===== src/rtl/fetch_unit.sv =====
// Instruction fetch stage: owns the PC, issues one read per fetch request on a
// valid/ready address channel, captures the word on a valid/ready data channel
// and presents it with its PC as a one-cycle inst_valid pulse.
module fetch_unit #(
   parameter int unsigned           pc_width   = 32,
   parameter int unsigned           inst_width = 32,
   parameter logic [pc_width-1:0]   pc_init    = '0
) (
   input  logic                  clk,
   input  logic                  rst,
   input  logic                  inst_fetch,
   input  logic                  pc_load,
   input  logic [pc_width-1:0]   pc_next,
   output logic [pc_width-1:0]   ir_addr,
   output logic                  ir_addr_valid,
   input  logic                  ir_addr_ready,
   input  logic [inst_width-1:0] ir_data,
   input  logic                  ir_data_valid,
   output logic                  ir_data_ready,
   output logic [inst_width-1:0] inst,
   output logic [pc_width-1:0]   inst_pc,
   output logic                  inst_valid,
   output logic                  busy
);

   typedef enum logic [1:0] {
      StIdle = 2'b00,
      StAddr = 2'b01,
      StData = 2'b10
   } state_e;

   state_e state_q;

   // Only the word index is stored, so the PC is word aligned by construction.
   logic [pc_width-3:0] pc_word_q;
   logic [pc_width-1:0] addr_q;
   logic [pc_width-1:0] pc;

   // Byte-offset bits of the branch target are deliberately dropped.
   logic unused_pc_next_bits;
   assign unused_pc_next_bits = ^pc_next[1:0];

   assign pc = {pc_word_q, 2'b00};

   // Bus handshake outputs depend on state only, never on same-cycle inputs.
   always_comb begin
      ir_addr       = addr_q;
      ir_addr_valid = (state_q == StAddr);
      ir_data_ready = (state_q == StData);
      busy          = (state_q == StAddr) || (state_q == StData);
   end

   // Fetch FSM with registered instruction outputs.
   always_ff @(posedge clk) begin
      if (!rst) begin
         state_q    <= StIdle;
         addr_q     <= '0;
         inst       <= '0;
         inst_pc    <= '0;
         inst_valid <= 1'b0;
      end else begin
         inst_valid <= 1'b0;
         unique case (state_q)
            StIdle: begin
               if (inst_fetch) begin
                  addr_q  <= pc;
                  state_q <= StAddr;
               end
            end
            StAddr: begin
               if (ir_addr_ready) begin
                  state_q <= StData;
               end
            end
            StData: begin
               if (ir_data_valid) begin
                  inst       <= ir_data;
                  inst_pc    <= addr_q;
                  inst_valid <= 1'b1;
                  state_q    <= StIdle;
               end
            end
            default: state_q <= StIdle;
         endcase
      end
   end

   // Program counter: a branch/jump load takes priority over the post-capture increment.
   always_ff @(posedge clk) begin
      if (!rst) begin
         pc_word_q <= pc_init[pc_width-1:2];
      end else if (pc_load) begin
         pc_word_q <= pc_next[pc_width-1:2];
      end else if ((state_q == StData) && ir_data_valid) begin
         pc_word_q <= pc_word_q + (pc_width-2)'(1);
      end
   end

endmodule


===== config.mk =====
export PLATFORM = sky130hd
export DESIGN_NAME = fetch_unit
export DESIGN_NICKNAME = d
export VERILOG_FILES = /design/src/rtl/fetch_unit.sv
export SDC_FILE = /design/constraint.sdc
export NUM_CORES = 1
export LEC_CHECK = 0
export CAP_MARGIN = 20
export CORE_MARGIN = 3
export CORE_UTILIZATION = 40
export DETAILED_ROUTE_END_ITERATION = 16
export GPL_ROUTABILITY_DRIVEN = 0
export PLACE_DENSITY = 0.71
export SLEW_MARGIN = 5
export SYNTH_ARGS = -nofsm -noshare
export SYNTH_HDL_FRONTEND = slang
export SYNTH_SLANG_ARGS = --single-unit

===== constraint.sdc =====
create_clock -name clk -period 3.1 [get_ports clk]
set_input_delay 0.31 -clock clk [delete_from_list [all_inputs] [get_ports clk]]
set_output_delay 0.31 -clock clk [all_outputs]
set_load 0.02 [all_outputs]

; Word level (Yosys, flattened, before mapping)
; Cells that the tools add are included.
[classes]
n_shift = 0
multipliers = 0
n_mux = 7
reduce_logical = 8
n_eq_ne = 5
n_bitwise = 0
magnitude_cmp = 0
div_mod_pow = 0
add_sub_neg = 1
[ops]
columns = op, count
row1 = $mux 30, 2
row2 = $add 30x1->30 const B, 1
row3 = $mux 2, 3
row4 = $pmux 2 s3, 1
row5 = $reduce_and 2->1, 3
row6 = $ne 2x2->1 const B, 2
row7 = $reduce_and 3->1, 1
row8 = $eq 2x1->1 const B, 1
row9 = $eq 2x2->1 const B, 1
row10 = $logic_not 2->1, 1
row11 = $ne 2x1->1 const B, 1
row12 = $reduce_bool 2->1, 1
row13 = $logic_and 1x1->1, 1
row14 = $logic_or 1x1->1, 1
row15 = $mux 1, 1
[word_totals]
mem_bits_ro = 0
ff_bits = 125
mem_bits_rw = 0
word_cells = 27
n_memories = 0
latch_bits = 0
out_inout_bits = 100

; Logic depth before layout (Yosys ltp)
[depth]
depth_word = 4
depth_mapped = 7
ltp_nobuf = 7

; Worst setup path before layout
; OpenSTA, ideal clock, no wires.
[synth_timing]
path_kind = reg-to-reg
startpoint = reg state_q[0]
endpoint = reg pc_word_q[29]
stages_incl_launch_ff = 8
n_path_buf = 0
setup_slack_ns = 1.214
t_required_ns = 3.026
setup_ns = 0.074
t_arrival_ns = 1.812
path_cell_list = dfxtp_1 -> inv_1 -> ha_1 -> nand4_1 -> nor2_1 -> nand3_1 -> or3_1 -> a31oi_1
[synth_via]
elab_chain_len = 3
[synth_lines]
columns = element, line_no
row1 = "start, declared", 32  ; state_e state_q;
row2 = "start signal, assigned", 56  ; state_q <= StIdle;
row3 = "start signal, assigned", 67  ; state_q <= StAddr;
row4 = "start signal, assigned", 72  ; state_q <= StData;
row5 = $eq 2x2->1, --
row6 = net ir_data_ready, 19  ; output logic ir_data_ready,
row7 = $logic_and 1x1->1, 94  ; end else if ((state_q == StData) && ir_data_valid) begin
row8 = $reduce_bool 2->1 (no source line), --
row9 = "end signal, assigned", 91  ; pc_word_q <= pc_init[pc_width-1:2];
row10 = "end signal, assigned", 93  ; pc_word_q <= pc_next[pc_width-1:2];
row11 = "end signal, assigned", 95  ; pc_word_q <= pc_word_q + (pc_width-2)'(1);
row12 = "end, declared", 35  ; logic [pc_width-3:0] pc_word_q;
; The timed path passes the listed nets, and every way through them passes these cells.
; A chain may end at the register's enable or synchronous reset.

; Worst setup path after layout
[layout_timing]
startpoint = reg state_q[0]
endpoint = out ir_data_ready
[layout_via]
elab_chain_len = 1
[layout_lines]
columns = element, line_no
row1 = $eq 2x2->1, 49  ; ir_data_ready = (state_q == StData);
row2 = "end, declared", 19
; No other way between the ends.

==> impl_metrics.toml <==
[status]
status = "completed"

[logic_synthesis]
ys_seq_area_share_pct = 48.3
synthXorXnorAreaFrac_pct = 4.56
avgSynthCellArea_um2 = 8.30
synth_mux_area_share_pct = 0.386
yosys-top-cells-area = "dfxtp_1, nand2_1, a21boi_0"
yosysTopAreaCell = "dfxtp_1"
yosys.area_share.simple_pct = 21.6
yosysUniqueCellTypes = 33
synth.most_common_cell = "nand2_1"
synth-async-reset-ratio_pct = 0
synth_seq_cells = 125
synth_top_family_by_area = "simple AND/OR/NAND/NOR gates"
synth-edff-count = 0
netlist.area_leader.share_pct = 48.3
ys_top_cells_by_count = "nand2_1, dfxtp_1, a21boi_0"
ys_warn_count = 0
synth_compound_area_share_pct = 19.5
synthFlopType = "dfxtp_1"
synthesis.area_mm2 = 0.00518
synth_cells = 624
yosys.area_share.adder_pct = 1.45

[timing]
hold_violations = 0
worstMarginPinSlew_ps = 796
min_period_over_period_pct = 71.1
rsz0062_at_grt = "no"
max_freq_mhz = 454
period_needed_ps = 2200
slew_headroom_pct = 46.9
holdWs_ps = 455
setup-tns-final_ps = 0
drv_slew = 0
setup_viol = 0
skew_ps = 6.67

[worst_setup_path]
cp.arrival_ps = 1890
path_class = "flop to output port"
cp-start-kind = "flop"
critPathMaxFanout = 7
cp.required_ps = 2790
worstSetupEndpointType = "output port"

[place]
hpwl_um = 9940
dp_cells = 924
dpl-instance-area_mm2 = 0.00693
io_buffers = 163

[clocking]
cts_root_buf = "clkbuf_16"
htreeDepth = 4
postCtsHoldBufs = 0
clkTransAtPathRegs_ps = 50
cts_tree = "yes"
clock_sinks = 125
clk_latency_ps = 410
cts_buffer_depth = 2
numCtsBuffers = 17
cts_resized = 0
postCtsSetupBuffers = 0

[finish]
layout.cells.non_filler = 953
syn_to_final_growth_pct = 44.7
utilization_pct = 60.9
nFillCells = 1103
final_layout_size_suffix_gt1_share_pct = 5.61
num_antenna_cells = 0
final_nets = 851
multi_input_area_mm2 = 0.00248
stdcell_area_mm2 = 0.00750
seqCellArea_mm2 = 0.00250

[drt]
antenna_left = 0
met1_length_um = 5820
avgRoutedWirePerCell_um = 14.7
met3_length_um = 860
first_pass_iters = 4
route.detailed.drc = 0
vias = 4735
initialDrtViolationCount = 259
highest_layer = "met4"
routed_via_density = 4.97
met2_length_um = 6780
wl_um = 14000

[global_route]
grt_util_all_layers_pct = 19.8
first_global_vias = 4655
grt-ovfl-total = 0
grt_start_max_net_pins = 98
grt_pass1_wl_um = 22700
antenna_found_initial = 0

[floorplanning]
coreArea_mm2 = 0.0123
dieArea_mm2 = 0.0144
rows = 40
die_x_um = 120
io_pins = 170
start_util_pct = 42.1
die_y_um = 120

[power_and_ir_drop]
ir_drop_v = 0.000450
cellPowerDensity_mw_per_mm2 = 604
p_leak_nw = 2.62

[flow_run]
drv_cap = 0

[worst_hold_path]
holdCritPathClass = "input pin to flop"
-- kinds of logic (layout without fill, tap and decap cells) --
| group | count (synthesis) | count (layout) |
|---|---|---|
| flops | 125 | 125 |
| buf+inv | 52 | 210 |
| mux | 2 | 2 |
| xor+xnor | 27 | 27 |
| fa+ha+maj | 6 | 6 |
| simple gates | 262 | 262 |
| other cells | 1 | 4 |
| compound gates | 149 | 149 |
-- cell usage in the layout (no fill, tap or decap), types with 3 or more instances in the layout --
cell type        instances
dfxtp_1                125
inv_1                    7
and2_1                   4
clkdlybuf4s50_1        162
and3_1                   5
buf_4                   12
ha_1                     6
xor2_1                  19
o211a_1                  4
xnor2_1                  8
nor3_1                   5
o21ai_0                 26
conb_1                   4
and4_1                   3
a21oi_1                 22
nor2_1                   6
clkbuf_8                 3
nor2b_1                  3
clkbuf_16               17
nand2_1                203
a21boi_0                92
nand3_1                 13
nand4_1                 13
clkinv_2                 3
-- worst max-delay path: stages, from the launching register on --
cell	delay, ps
dfxtp_1	340
inv_1	120
ha_1	340
clkdlybuf4s50_1	690
-- per-layer routing --
| layer | track usage (%) | up-vias |
|---|---|---|
| li1 | - | 2366 |
| met1 | 23.1 | 2190 |
| met2 | 32.7 | 141 |
| met3 | 6.31 | 38 |
| met4 | 10.2 | 0 |
| met5 | 0 | - |
-- flip-flops by register name, summed over array words and instances (netlist names) --
signal,cells
inst,32
inst_pc,30
ir_addr,30
pc_word_q,30
state_q,2
inst_valid,1
-- cell type report --
type | instances | share of cell area (%)
clock buffer | 22 | 6.33
timing repair buffer | 174 | 22.8
multi-input combinational | 450 | 33.1
tap | 168 | 2.80
sequential | 125 | 33.4
clock inverter | 7 | 1.20
inverter | 7 | 0.350
-- final timing paths --
path,startpoint,endpoint,slack [ps],cells after the start
max reg2reg,state_q[0],pc_word_q[29],920,7
min,ir_data[13],inst[13],460,3
min reg2reg,inst_pc[12],inst_pc[12],460,2
max,state_q[0],ir_data_ready,900,3
-- where the power goes --
part	switching, mW	internal [mW]	total, mW
Clock	0.672	1.23	1.90
Combinational	0.466	0.362	0.828
Sequential	0.0881	1.71	1.80
Total	1.23	3.30	4.53
-- through the flow --
| stage | setup slack, ps | total power [mW] |
|---|---|---|
| after global routing | 727 | 4.72 |
| after detailed placement | 832 | 2.67 |
| final | 897 | 4.53 |
| after global placement | 856 | 2.63 |
| after floorplan | 1210 | 2.28 |
| after CTS | 871 | 4.58 |
(Power assumes the default switching activity.)
